===== src/rtl/scan_seq_ctrl_pkg.sv =====
// Shared scan-chain defaults and FSM state encodings for the scan sequencer and its integration.
package scan_seq_ctrl_pkg;

    localparam int unsigned SI_LEN_DEF = 188;
    localparam int unsigned SO_LEN_DEF = 50;
    localparam int unsigned PH_CYC_DEF = 1;

    localparam int unsigned ST_W = 4;
    localparam int unsigned PH_W = 8;

    typedef enum logic [ST_W-1:0] {
        S_IDLE   = 4'd0,
        S_SETUP  = 4'd1,
        S_PHI    = 4'd2,
        S_GAP1   = 4'd3,
        S_PHIB   = 4'd4,
        S_GAP2   = 4'd5,
        S_LOAD   = 4'd6,
        S_LGAP   = 4'd7,
        S_SEL    = 4'd8,
        S_CPHI   = 4'd9,
        S_CGAP1  = 4'd10,
        S_CPHIB  = 4'd11,
        S_CGAP2  = 4'd12,
        S_DESEL  = 4'd13,
        S_SAMPLE = 4'd14,
        S_RSP    = 4'd15
    } scan_state_e;

    // States that are not paced by the phase step timer.
    function automatic logic is_untimed(input scan_state_e s);
        return (s == S_IDLE) || (s == S_RSP);
    endfunction

endpackage


===== src/rtl/scan_step_timer.sv =====
// Phase step timer: down-counts PH_CYC cycles per FSM step and flags the last cycle.
module scan_step_timer
    import scan_seq_ctrl_pkg::*;
#(
    parameter int unsigned PH_CYC = PH_CYC_DEF
) (
    input  logic clk,
    input  logic rst_n,
    input  logic i_hold,
    output logic o_step_done_c
);

    localparam logic [PH_W-1:0] RELOAD = PH_W'(PH_CYC - 1);

    logic [PH_W-1:0] r_cnt;

    assign o_step_done_c = (r_cnt == '0);

    // Reload at each step boundary or while the FSM sits in an untimed state.
    always_ff @(posedge clk or negedge rst_n) begin
        if (!rst_n) begin
            r_cnt <= '0;
        end else if (i_hold || o_step_done_c) begin
            r_cnt <= RELOAD;
        end else begin
            r_cnt <= r_cnt - PH_W'(1);
        end
    end

endmodule


===== src/rtl/scan_seq_ctrl.sv =====
// Scan chain sequencer: shift-in/load and capture/shift-out with two-phase non-overlapping clocks.
module scan_seq_ctrl
    import scan_seq_ctrl_pkg::*;
#(
    parameter int unsigned SI_LEN = SI_LEN_DEF,
    parameter int unsigned SO_LEN = SO_LEN_DEF,
    parameter int unsigned PH_CYC = PH_CYC_DEF
) (
    input  logic              clk_signal_ext,
    input  logic              rst_n,
    input  logic              cmd_valid,
    output logic              cmd_ready,
    input  logic              cmd_op,
    input  logic [SI_LEN-1:0] cmd_data,
    output logic              rsp_valid,
    output logic [SO_LEN-1:0] rsp_data,
    output logic              phi,
    output logic              phib,
    output logic              load,
    output logic              scan_i0o1,
    output logic              scan_in,
    input  logic              scan_out,
    output logic              busy
);

    localparam int unsigned MAX_LEN = (SI_LEN > SO_LEN) ? SI_LEN : SO_LEN;
    localparam int unsigned CNT_W   = $clog2(MAX_LEN) + 1;

    scan_state_e       r_state;
    scan_state_e       w_state_nxt;
    logic              r_op;
    logic [CNT_W-1:0]  r_bit_cnt;
    logic [SI_LEN-1:0] r_si_word;
    logic [SO_LEN-1:0] r_cap;
    logic [SO_LEN-1:0] r_rsp_data;
    logic              r_phi;
    logic              r_phib;
    logic              r_load;
    logic              r_scan_i0o1;
    logic              r_scan_in;
    logic              r_rsp_valid;
    logic              r_cmd_ready;
    logic              r_busy;

    logic              w_step_done;
    logic              w_hold;
    logic              w_accept;
    logic              w_last_bit;
    logic              w_phi_nxt;
    logic              w_phib_nxt;
    logic              w_load_nxt;
    logic              w_i0o1_nxt;
    logic              w_rsp_nxt;
    logic              w_idle_nxt;

    assign w_hold     = is_untimed(r_state);
    assign w_accept   = cmd_valid && r_cmd_ready;
    assign w_last_bit = (r_bit_cnt == CNT_W'(1));

    scan_step_timer #(
        .PH_CYC (PH_CYC)
    ) u_step_timer (
        .clk           (clk_signal_ext),
        .rst_n         (rst_n),
        .i_hold        (w_hold),
        .o_step_done_c (w_step_done)
    );

    // Next-state sequencing plus decode of the chain controls for the upcoming state.
    always_comb begin
        w_state_nxt = r_state;
        case (r_state)
            S_IDLE:   if (cmd_valid)   w_state_nxt = cmd_op ? S_SEL : S_SETUP;
            S_SETUP:  if (w_step_done) w_state_nxt = S_PHI;
            S_SAMPLE: if (w_step_done) w_state_nxt = S_PHI;
            S_PHI:    if (w_step_done) w_state_nxt = S_GAP1;
            S_GAP1:   if (w_step_done) w_state_nxt = S_PHIB;
            S_PHIB:   if (w_step_done) w_state_nxt = S_GAP2;
            S_GAP2: begin
                if (w_step_done) begin
                    if (w_last_bit) w_state_nxt = r_op ? S_RSP : S_LOAD;
                    else            w_state_nxt = r_op ? S_SAMPLE : S_SETUP;
                end
            end
            S_LOAD:   if (w_step_done) w_state_nxt = S_LGAP;
            S_LGAP:   if (w_step_done) w_state_nxt = S_IDLE;
            S_SEL:    if (w_step_done) w_state_nxt = S_CPHI;
            S_CPHI:   if (w_step_done) w_state_nxt = S_CGAP1;
            S_CGAP1:  if (w_step_done) w_state_nxt = S_CPHIB;
            S_CPHIB:  if (w_step_done) w_state_nxt = S_CGAP2;
            S_CGAP2:  if (w_step_done) w_state_nxt = S_DESEL;
            S_DESEL:  if (w_step_done) w_state_nxt = S_SAMPLE;
            S_RSP:                     w_state_nxt = S_IDLE;
            default:                   w_state_nxt = S_IDLE;
        endcase

        w_phi_nxt  = (w_state_nxt == S_PHI)  || (w_state_nxt == S_CPHI);
        w_phib_nxt = (w_state_nxt == S_PHIB) || (w_state_nxt == S_CPHIB);
        w_load_nxt = (w_state_nxt == S_LOAD);
        w_i0o1_nxt = (w_state_nxt == S_SEL)   || (w_state_nxt == S_CPHI)  ||
                     (w_state_nxt == S_CGAP1) || (w_state_nxt == S_CPHIB) ||
                     (w_state_nxt == S_CGAP2);
        w_rsp_nxt  = (w_state_nxt == S_RSP);
        w_idle_nxt = (w_state_nxt == S_IDLE);
    end

    // State, registered chain controls and datapath; reset abandons any command in flight.
    always_ff @(posedge clk_signal_ext or negedge rst_n) begin
        if (!rst_n) begin
            r_state     <= S_IDLE;
            r_op        <= 1'b0;
            r_bit_cnt   <= '0;
            r_si_word   <= '0;
            r_cap       <= '0;
            r_rsp_data  <= '0;
            r_phi       <= 1'b0;
            r_phib      <= 1'b0;
            r_load      <= 1'b0;
            r_scan_i0o1 <= 1'b0;
            r_scan_in   <= 1'b0;
            r_rsp_valid <= 1'b0;
            r_cmd_ready <= 1'b1;
            r_busy      <= 1'b0;
        end else begin
            r_state     <= w_state_nxt;
            r_phi       <= w_phi_nxt;
            r_phib      <= w_phib_nxt;
            r_load      <= w_load_nxt;
            r_scan_i0o1 <= w_i0o1_nxt;
            r_rsp_valid <= w_rsp_nxt;
            r_cmd_ready <= w_idle_nxt;
            r_busy      <= !w_idle_nxt;

            if (w_accept) begin
                r_op      <= cmd_op;
                r_bit_cnt <= cmd_op ? CNT_W'(SO_LEN) : CNT_W'(SI_LEN);
                r_si_word <= cmd_data << 1;
                r_cap     <= '0;
                r_scan_in <= !cmd_op && cmd_data[SI_LEN-1];
            end else if ((r_state == S_GAP2) && w_step_done) begin
                r_bit_cnt <= r_bit_cnt - CNT_W'(1);
                if (!r_op && !w_last_bit) begin
                    r_scan_in <= r_si_word[SI_LEN-1];
                    r_si_word <= r_si_word << 1;
                end else begin
                    r_scan_in <= 1'b0;
                end
            end

            if ((r_state == S_SAMPLE) && w_step_done) begin
                r_cap <= {r_cap[SO_LEN-2:0], scan_out};
            end

            if (w_rsp_nxt) begin
                r_rsp_data <= r_cap;
            end
        end
    end

    assign cmd_ready = r_cmd_ready;
    assign busy      = r_busy;
    assign rsp_valid = r_rsp_valid;
    assign rsp_data  = r_rsp_data;
    assign phi       = r_phi;
    assign phib      = r_phib;
    assign load      = r_load;
    assign scan_i0o1 = r_scan_i0o1;
    assign scan_in   = r_scan_in;

endmodule


===== config.mk =====
export PLATFORM = sky130hd
export DESIGN_NAME = scan_seq_ctrl
export DESIGN_NICKNAME = d
export VERILOG_FILES = /design/src/rtl/scan_seq_ctrl_pkg.sv /design/src/rtl/scan_step_timer.sv /design/src/rtl/scan_seq_ctrl.sv
export SDC_FILE = /design/constraint.sdc
export NUM_CORES = 1
export LEC_CHECK = 0
export BUFFER_PORTS_ARGS = -buffer_cell sky130_fd_sc_hd__buf_2
export CORE_ASPECT_RATIO = 2
export CORE_MARGIN = 2
export CORE_UTILIZATION = 56
export DETAILED_ROUTE_END_ITERATION = 7
export PLACE_DENSITY = 0.86
export SYNTH_ARGS = -nofsm -noshare
export SYNTH_HDL_FRONTEND = slang
export SYNTH_HIERARCHICAL = 1
export SYNTH_SLANG_ARGS = --single-unit

===== constraint.sdc =====
create_clock -name clk_signal_ext -period 3.7 [get_ports clk_signal_ext]
set_input_delay 0 -clock clk_signal_ext [delete_from_list [all_inputs] [get_ports clk_signal_ext]]
set_output_delay 0 -clock clk_signal_ext [all_outputs]
set_load 0.05 [all_outputs]

# After elaboration in Yosys (flattened, before gate mapping)

Cells that the tools add are included.

Shift operators: 0
Bitwise operators: 0
Equal/unequal tests: 25
Mux-type cells: 31
Magnitude comparators: 0
Div/mod/pow operators: 0
Add/sub/neg operators: 2
Reduce and logical (&&, ||, !) cells: 25
$mul: 0

Operator list:

| kind                                              | number |
|---|---|
| two-way mux 188 bit                               | 3 |
| two-way mux 50 bit                                | 2 |
| two-way mux 4 bit                                 | 18 |
| one-hot mux 4 bit (15 select lines)               | 1 |
| == test 4 bit (second input constant)             | 14 |
| == test 4 x 3 -> 1 bit (second input constant)    | 6 |
| two-way mux 9 bit                                 | 2 |
| two-way mux 8 bit                                 | 2 |
| == test 4 x 2 -> 1 bit (second input constant)    | 3 |
| == test 9 x 1 -> 1 bit (second input constant)    | 1 |
| subtractor 9 x 1 -> 9 bit (second input constant) | 1 |
| zero test 4 bit                                   | 2 |
| zero test 8 bit                                   | 1 |
| logical OR 1 bit                                  | 8 |
| subtractor 8 x 1 -> 8 bit (second input constant) | 1 |
| nonzero test 2 bit                                | 3 |
| logical AND 1 bit                                 | 5 |
| == test 4 x 1 -> 1 bit (second input constant)    | 1 |
| zero test 1 bit                                   | 4 |
| two-way mux 1 bit                                 | 3 |
| AND reduction 2 bit                               | 1 |
| OR reduction 2 bit                                | 1 |

Register bits after elaboration: 318
Output and inout port bits: 58
Memories kept: 0
Bits in writable memories: 0
Bits in latches: 0
Bits in read-only memories: 0
Input port bits: 193
Logic and storage cells: 98

# Logic depth before layout (Yosys ltp)

Word-level depth: 9
Mapped depth: 13
Depth with buffers taken out: 10

# Modules after synthesis

Netlist, hierarchy kept.

Modules (own cells, without submodules):

| module          | seq. area each (µm²) | area an instance (µm²) | cells each | instances |
|---|---|---|---|---|
| scan_seq_ctrl   | 7733.7               | 13426.6                | 1258       | 1 |
| scan_step_timer | 200.2                | 404.1                  | 39         | 1 |

# Worst setup path before layout

No wires, ideal clock.

Path type: register to register
From: reg u_step_timer.r_cnt[0]
To: reg r_rsp_data[17] (netlist: rsp_data[17])
Slack: 923 ps
Clock period less this slack: 2777 ps
Data required time: 3572 ps
Library setup time: 128 ps
Arrival time: 2649 ps
Cell stages (with the launch flop): 12
Path buffers: 1
Cells stage by stage: dfrtp_1 > inv_1 > ha_1 > or3b_2 > nor2_1 > and3_4 > nand3_1 > a32o_1 > inv_1 > nand4_4 > buf_6 > mux2_1

Cells in the longest elaborated chain, start to end: 4
Elaborated cells on any way between the ends: 16
Those cells by class: 1 x eq/ne; 14 x mux; 1 x reduce/logical

RTL lines:

| item                                            | line                  | source |
|---|---|---|
| from (decl)                                     | scan_step_timer.sv:15 | `logic [PH_W-1:0] r_cnt;` |
| from (signal assigned)                          | scan_step_timer.sv:26 | `r_cnt <= r_cnt - PH_W'(1);` |
| zero test 8 bit (*)                             | scan_step_timer.sv:17 | `assign o_step_done_c = (r_cnt == '0);` |
| named net w_step_done                           | scan_seq_ctrl.sv:45   | `logic w_step_done;` |
| two-way mux 4 bit, or another cell as far along | scan_seq_ctrl.sv:92   | `S_DESEL: if (w_step_done) w_state_nxt = S_SAMPLE;` |
| one-hot mux 4 bit (15 select lines) (*)         | scan_seq_ctrl.sv:72   | `case (r_state)` |
| named net w_state_nxt[3]                        | scan_seq_ctrl.sv:30   | `scan_state_e w_state_nxt;` |
| == test 4 bit (*)                               | scan_seq_ctrl.sv:103  | `w_rsp_nxt = (w_state_nxt == S_RSP);` |
| to (signal assigned)                            | scan_seq_ctrl.sv:155  | `r_rsp_data <= r_cap;` |
| to (decl)                                       | scan_seq_ctrl.sv:35   | `logic [SO_LEN-1:0] r_rsp_data;` |

The timed path passes the listed nets; every way through them passes the cells marked *.
A chain may end at the register's enable or synchronous reset.

# Worst setup path in the final report

From: reg u_step_timer.r_cnt[0]
To: reg r_rsp_data[13] (netlist: rsp_data[13])

Same word-level chain as after synthesis.

==> results.md <==
- The run finished with clean final reports.
- The first global-routing pass estimated between 60 and 70 mm of wire.
- The post-CTS setup repair buffer count is 0.
- Yosys attributes the largest share of cell area to sky130_fd_sc_hd__dfrtp_1 57%, sky130_fd_sc_hd__mux2i_1 13%, sky130_fd_sc_hd__o21ai_0 8.9%.
- The routed design has 39.3 mm of wire.
- Along the worst path, the maximum fanout reaches 23.
- Of the post-synthesis cell area, the dominant cell type holds 0.572.
- The worst-case headroom to the max-slew limit is 0.442.
- CTS built an H-tree with a depth of 1.
- The fraction of registers with async set or reset after synthesis is 1.00.
- Across all hold checks on the routed design, the worst slack comes to 90.8 ps.
- The delay of the slowest critical-path stage is 500 ps.
- The number of buffers on the longest clock path is 3.
- The category of the worst setup path launch point is a flop.
- For this run, the share of the core covered by cells in the final layout is 0.747.
- Walking the worst path, the cells encountered are inv_1 -> ha_1 -> or3b_2 -> nor2_1 -> and2_2 -> a21oi_1 -> a31oi_1 -> nand4_4 -> buf_4 -> mux2_2.
- In this run the worst hold path is classified as in -> async.
- For this run, the register share of the synthesized area comes to 0.574.
- The number of storage elements in the synthesis netlist is 317.
- Entering global routing, the biggest net connects 218 pins.
- Detailed routing placed a total of 21.2 mm of wire on met2.
- The standby leakage power is just over 8 nW.
- The standard cell with the maximum stage delay on the critical path is sky130_fd_sc_hd__or3b_2.
- The number of max-cap violations is 0.
- The average vias per placed instance is 5.75.
- The iteration count of the initial detailed-routing pass is 5.
- Compared with the post-synthesis result, the final layout area differs by 31.4%.
- The die covers 26000 sq um.
- In the synthesized netlist the dominant register cell turns out to be sky130_fd_sc_hd__dfrtp_1.
- The final route contains 11600 vias.
- For the pin with the worst max-slew slack, the measured transition is 837 ps.
- The post-layout instance area is 18200 sq um.
- The number of warnings issued by yosys is 6.
- Counting cells, the worst reg-to-reg path comes to 10.
- Pin placement for this block handled ~250 I/O pins.
- The buffer type at the clock tree root is sky130_fd_sc_hd__clkbuf_16.
- The initial core utilization is 0.569.
- Counting the buffers created by CTS gives 28.
- The final period utilization is 0.945.
- The cell with the most instances after synthesis is sky130_fd_sc_hd__dfrtp_1.
- Summing all placed instances gives a cell area of ~15000 sq um.
- In this run the number of cells on the critical path is 10.
- In the global route stage, overall resource usage came out at 0.302.
- Data on the critical path arrives at its endpoint at 3940 ps.
- The number of buffer and inverter instances along the worst setup path is 2.
- The number of nets in the finished design is roughly 1900.
- The floorplan has 81 rows.
- The biggest area contributor in the post-synthesis netlist is sky130_fd_sc_hd__dfrtp_1.
- The count of non-filler cells in the finished layout is 2014.
- At the end of routability-driven placement, the weighted congestion stood at approximately 0.83.
- The number of antenna violations at the first check in global routing is 6.
- At the later pin of the worst-skew pair, clock insertion delay measures about 570 ps.
- The number of fill cells is 1432.
- Setup repair after global routing left no endpoint under its margin.
- The power density over the cells is 377 nW/um^2.
- The worst-case vdd ir drop is 0.464 mV.
- The final-report max-slew violation count is 0.
- When the netlist entered floorplanning its net count stood at 1496.
- The final antenna-violating net count is 0.
- After legalization and detailed placement, the total HPWL measured 20.1 mm.
- The count of buffers added on input and output ports is 250.
- The CTS sink count is 317.
- Derived from the worst setup path, the maximum achievable clock frequency is 286 MHz.
- After synthesis, the mean cell area works out to 10.7 sq um.
- After detailed routing, the number of remaining DRC violations is 0.
- The clock-pin slew on the worst setup and hold paths is around 70 ps.
- The final worst clock skew is ~33 ps.
- STA classifies the critical path endpoint as a flop.
- By count the netlist is led by 316 x sky130_fd_sc_hd__dfrtp_1, 296 x sky130_fd_sc_hd__nand2_1, 246 x sky130_fd_sc_hd__o21ai_0.
- The worst endpoint required time is about 4200 ps.
- The count of flip-flops with a built-in enable after synthesis is 0.
- After detailed routing, the average wire length per cell comes to about 20 um.
- Measured along the y axis, the die boundary spans 226 um.
- Among cell families on the critical path, the largest total delay comes from simple AND/OR/NAND/NOR gates.
- The x dimension of the die is 115 um.
- In the final layout, the share of cells above drive strength 1 is 0.216.
- Yosys mapped the design onto 49 distinct sky130hd cell types.
- Detailed routing placed a total of about 1.8 mm of wire on met3.
- The CTS tree is done.
- The detailed router finished its first iteration with 871 violations.
- Synthesis produced between 1000 and 1500 cells.
- The worst path needs between 3000 and 4000 ps of the cycle, external delays included.
- The post-route setup TNS is 0 ps.
- After detailed routing, the wire length on met1 is about 14 mm.
- Summed over all layers, the global routing overflow is 0.
- Setup violations remaining at the end of the flow were counted as 0.
- The number of placed instances, taps included is 1763.
- The number of hold violations in the final report is 0.
- The region available for standard cell placement spans 24300 sq um.
- The via count of the first global-routing pass was 12200.
- The post-synthesis instance area is 13800 sq um.
- The kind of critical path is reg -> reg.
- The highest metal layer carrying signal wires in the routed design is met4.
power by group:
group | total, mW | switching, mW | leakage, nW | internal (mW)
logic | 0.373 | 0.156 | 3.51 | 0.216
clock network | 3.01 | 1.35 | 0.463 | 1.66
registers | 3.47 | 0.00427 | 4.14 | 3.47
total | 6.86 | 1.51 | 8.12 | 5.35
flip-flops by register name, summed over array words and instances, names as in the netlist, 4 cells and up:
signal              flops
r_bit_cnt               9
r_si_word             187
rsp_data               50
r_state                 4
r_cap                  50
u_step_timer/r_cnt      8
layout make-up:
cell class | count | area, sq um | share of cell area
clock inverter | 15 | 148 | 0.00812
tap | 290 | 363 | 0.0200
sequential | 317 | 7930 | 0.437
multi-input combinational | 879 | 5480 | 0.302
clock buffer | 37 | 795 | 0.0437
antenna | 7 | 17.5 | 0.000964
inverter | 13 | 48.8 | 0.00269
timing repair buffer | 456 | 3390 | 0.186
kinds of logic (layout without fill, tap and decap cells):
| group | Yosys count | count (layout) | share of synthesized area |
|---|---|---|---|
| simple gates | 352 | 352 | 0.105 |
| flops | 317 | 317 | 0.574 |
| compound gates | 276 | 276 | 0.103 |
| xor+xnor | 9 | 9 | 0.00570 |
| buf+inv | 101 | 521 | 0.0318 |
| fa+ha+maj | 6 | 6 | 0.00543 |
| other cells | 0 | 7 | 0 |
| mux | 236 | 236 | 0.175 |
cells in the final DEF (no fill, tap or decap), types with 6 or more instances in the layout:
| master | Yosys | final |
|---|---|---|
| sky130_fd_sc_hd__a21oi_1 | 13 | 12 |
| sky130_fd_sc_hd__xnor2_1 | 8 | 8 |
| sky130_fd_sc_hd__ha_1 | 6 | 6 |
| sky130_fd_sc_hd__clkbuf_16 | 0 | 28 |
| sky130_fd_sc_hd__dlygate4sd3_1 | 0 | 192 |
| sky130_fd_sc_hd__clkbuf_8 | 0 | 6 |
| sky130_fd_sc_hd__buf_4 | 2 | 6 |
| sky130_fd_sc_hd__inv_1 | 13 | 13 |
| sky130_fd_sc_hd__dfrtp_1 | 316 | 316 |
| sky130_fd_sc_hd__buf_12 | 0 | 8 |
| sky130_fd_sc_hd__mux2i_1 | 186 | 186 |
| sky130_fd_sc_hd__nand2_1 | 296 | 295 |
| sky130_fd_sc_hd__buf_2 | 24 | 249 |
| sky130_fd_sc_hd__nand3_1 | 6 | 6 |
| sky130_fd_sc_hd__diode_2 | 0 | 7 |
| sky130_fd_sc_hd__o21ai_0 | 246 | 246 |
| sky130_fd_sc_hd__nor2_1 | 17 | 17 |
| sky130_fd_sc_hd__mux2_2 | 46 | 46 |
| sky130_fd_sc_hd__clkinv_2 | 0 | 8 |
timing repair:
action | CTS | global route
resized for setup | 0 | 0
hold endpoints to repair | 304 | 0
hold buffers | 192 | 0
metrics by stage:
step | setup slack (ps) | power (mW)
6_report | 205 | 6.86
5_1_grt | 36.1 | 7.06
2_1_floorplan | 923 | 3.55
3_3_place_gp | 397 | 3.73
4_1_cts | 267 | 6.85
3_5_place_dp | 243 | 3.73
worst paths after layout:
check / from / end / slack [ps]
max: u_step_timer/r_cnt[0] / rsp_data[13] / 210
min: rst_n / r_si_word[59] / 90
max reg2reg: u_step_timer/r_cnt[0] / rsp_data[13] / 210
min reg2reg: u_step_timer/r_cnt[0] / u_step_timer/r_cnt[0] / 470
max in group asynchronous: rst_n / rsp_data[30] / 2550
min in group clk_signal_ext: scan_out / r_cap[0] / 190
routing by layer:
layer  vias to the layer above  track usage
met3                       179       0.0444
met4                         0        0.185
li1                       5235            -
met5                         -            0
met2                       510        0.541
met1                      5660        0.331
worst reg2reg max path, stage by stage (launching register included):
cell                      delay (ps)
sky130_fd_sc_hd__dfrtp_1         400
sky130_fd_sc_hd__inv_1            90
sky130_fd_sc_hd__ha_1            130
sky130_fd_sc_hd__or3b_2          500
sky130_fd_sc_hd__nor2_1          350
sky130_fd_sc_hd__and2_2          250
sky130_fd_sc_hd__a21oi_1          70
sky130_fd_sc_hd__a31oi_1         480
sky130_fd_sc_hd__nand4_4         490
sky130_fd_sc_hd__buf_4           370
sky130_fd_sc_hd__mux2_2          280
No activity file was read; power rests on OpenSTA's default activity.
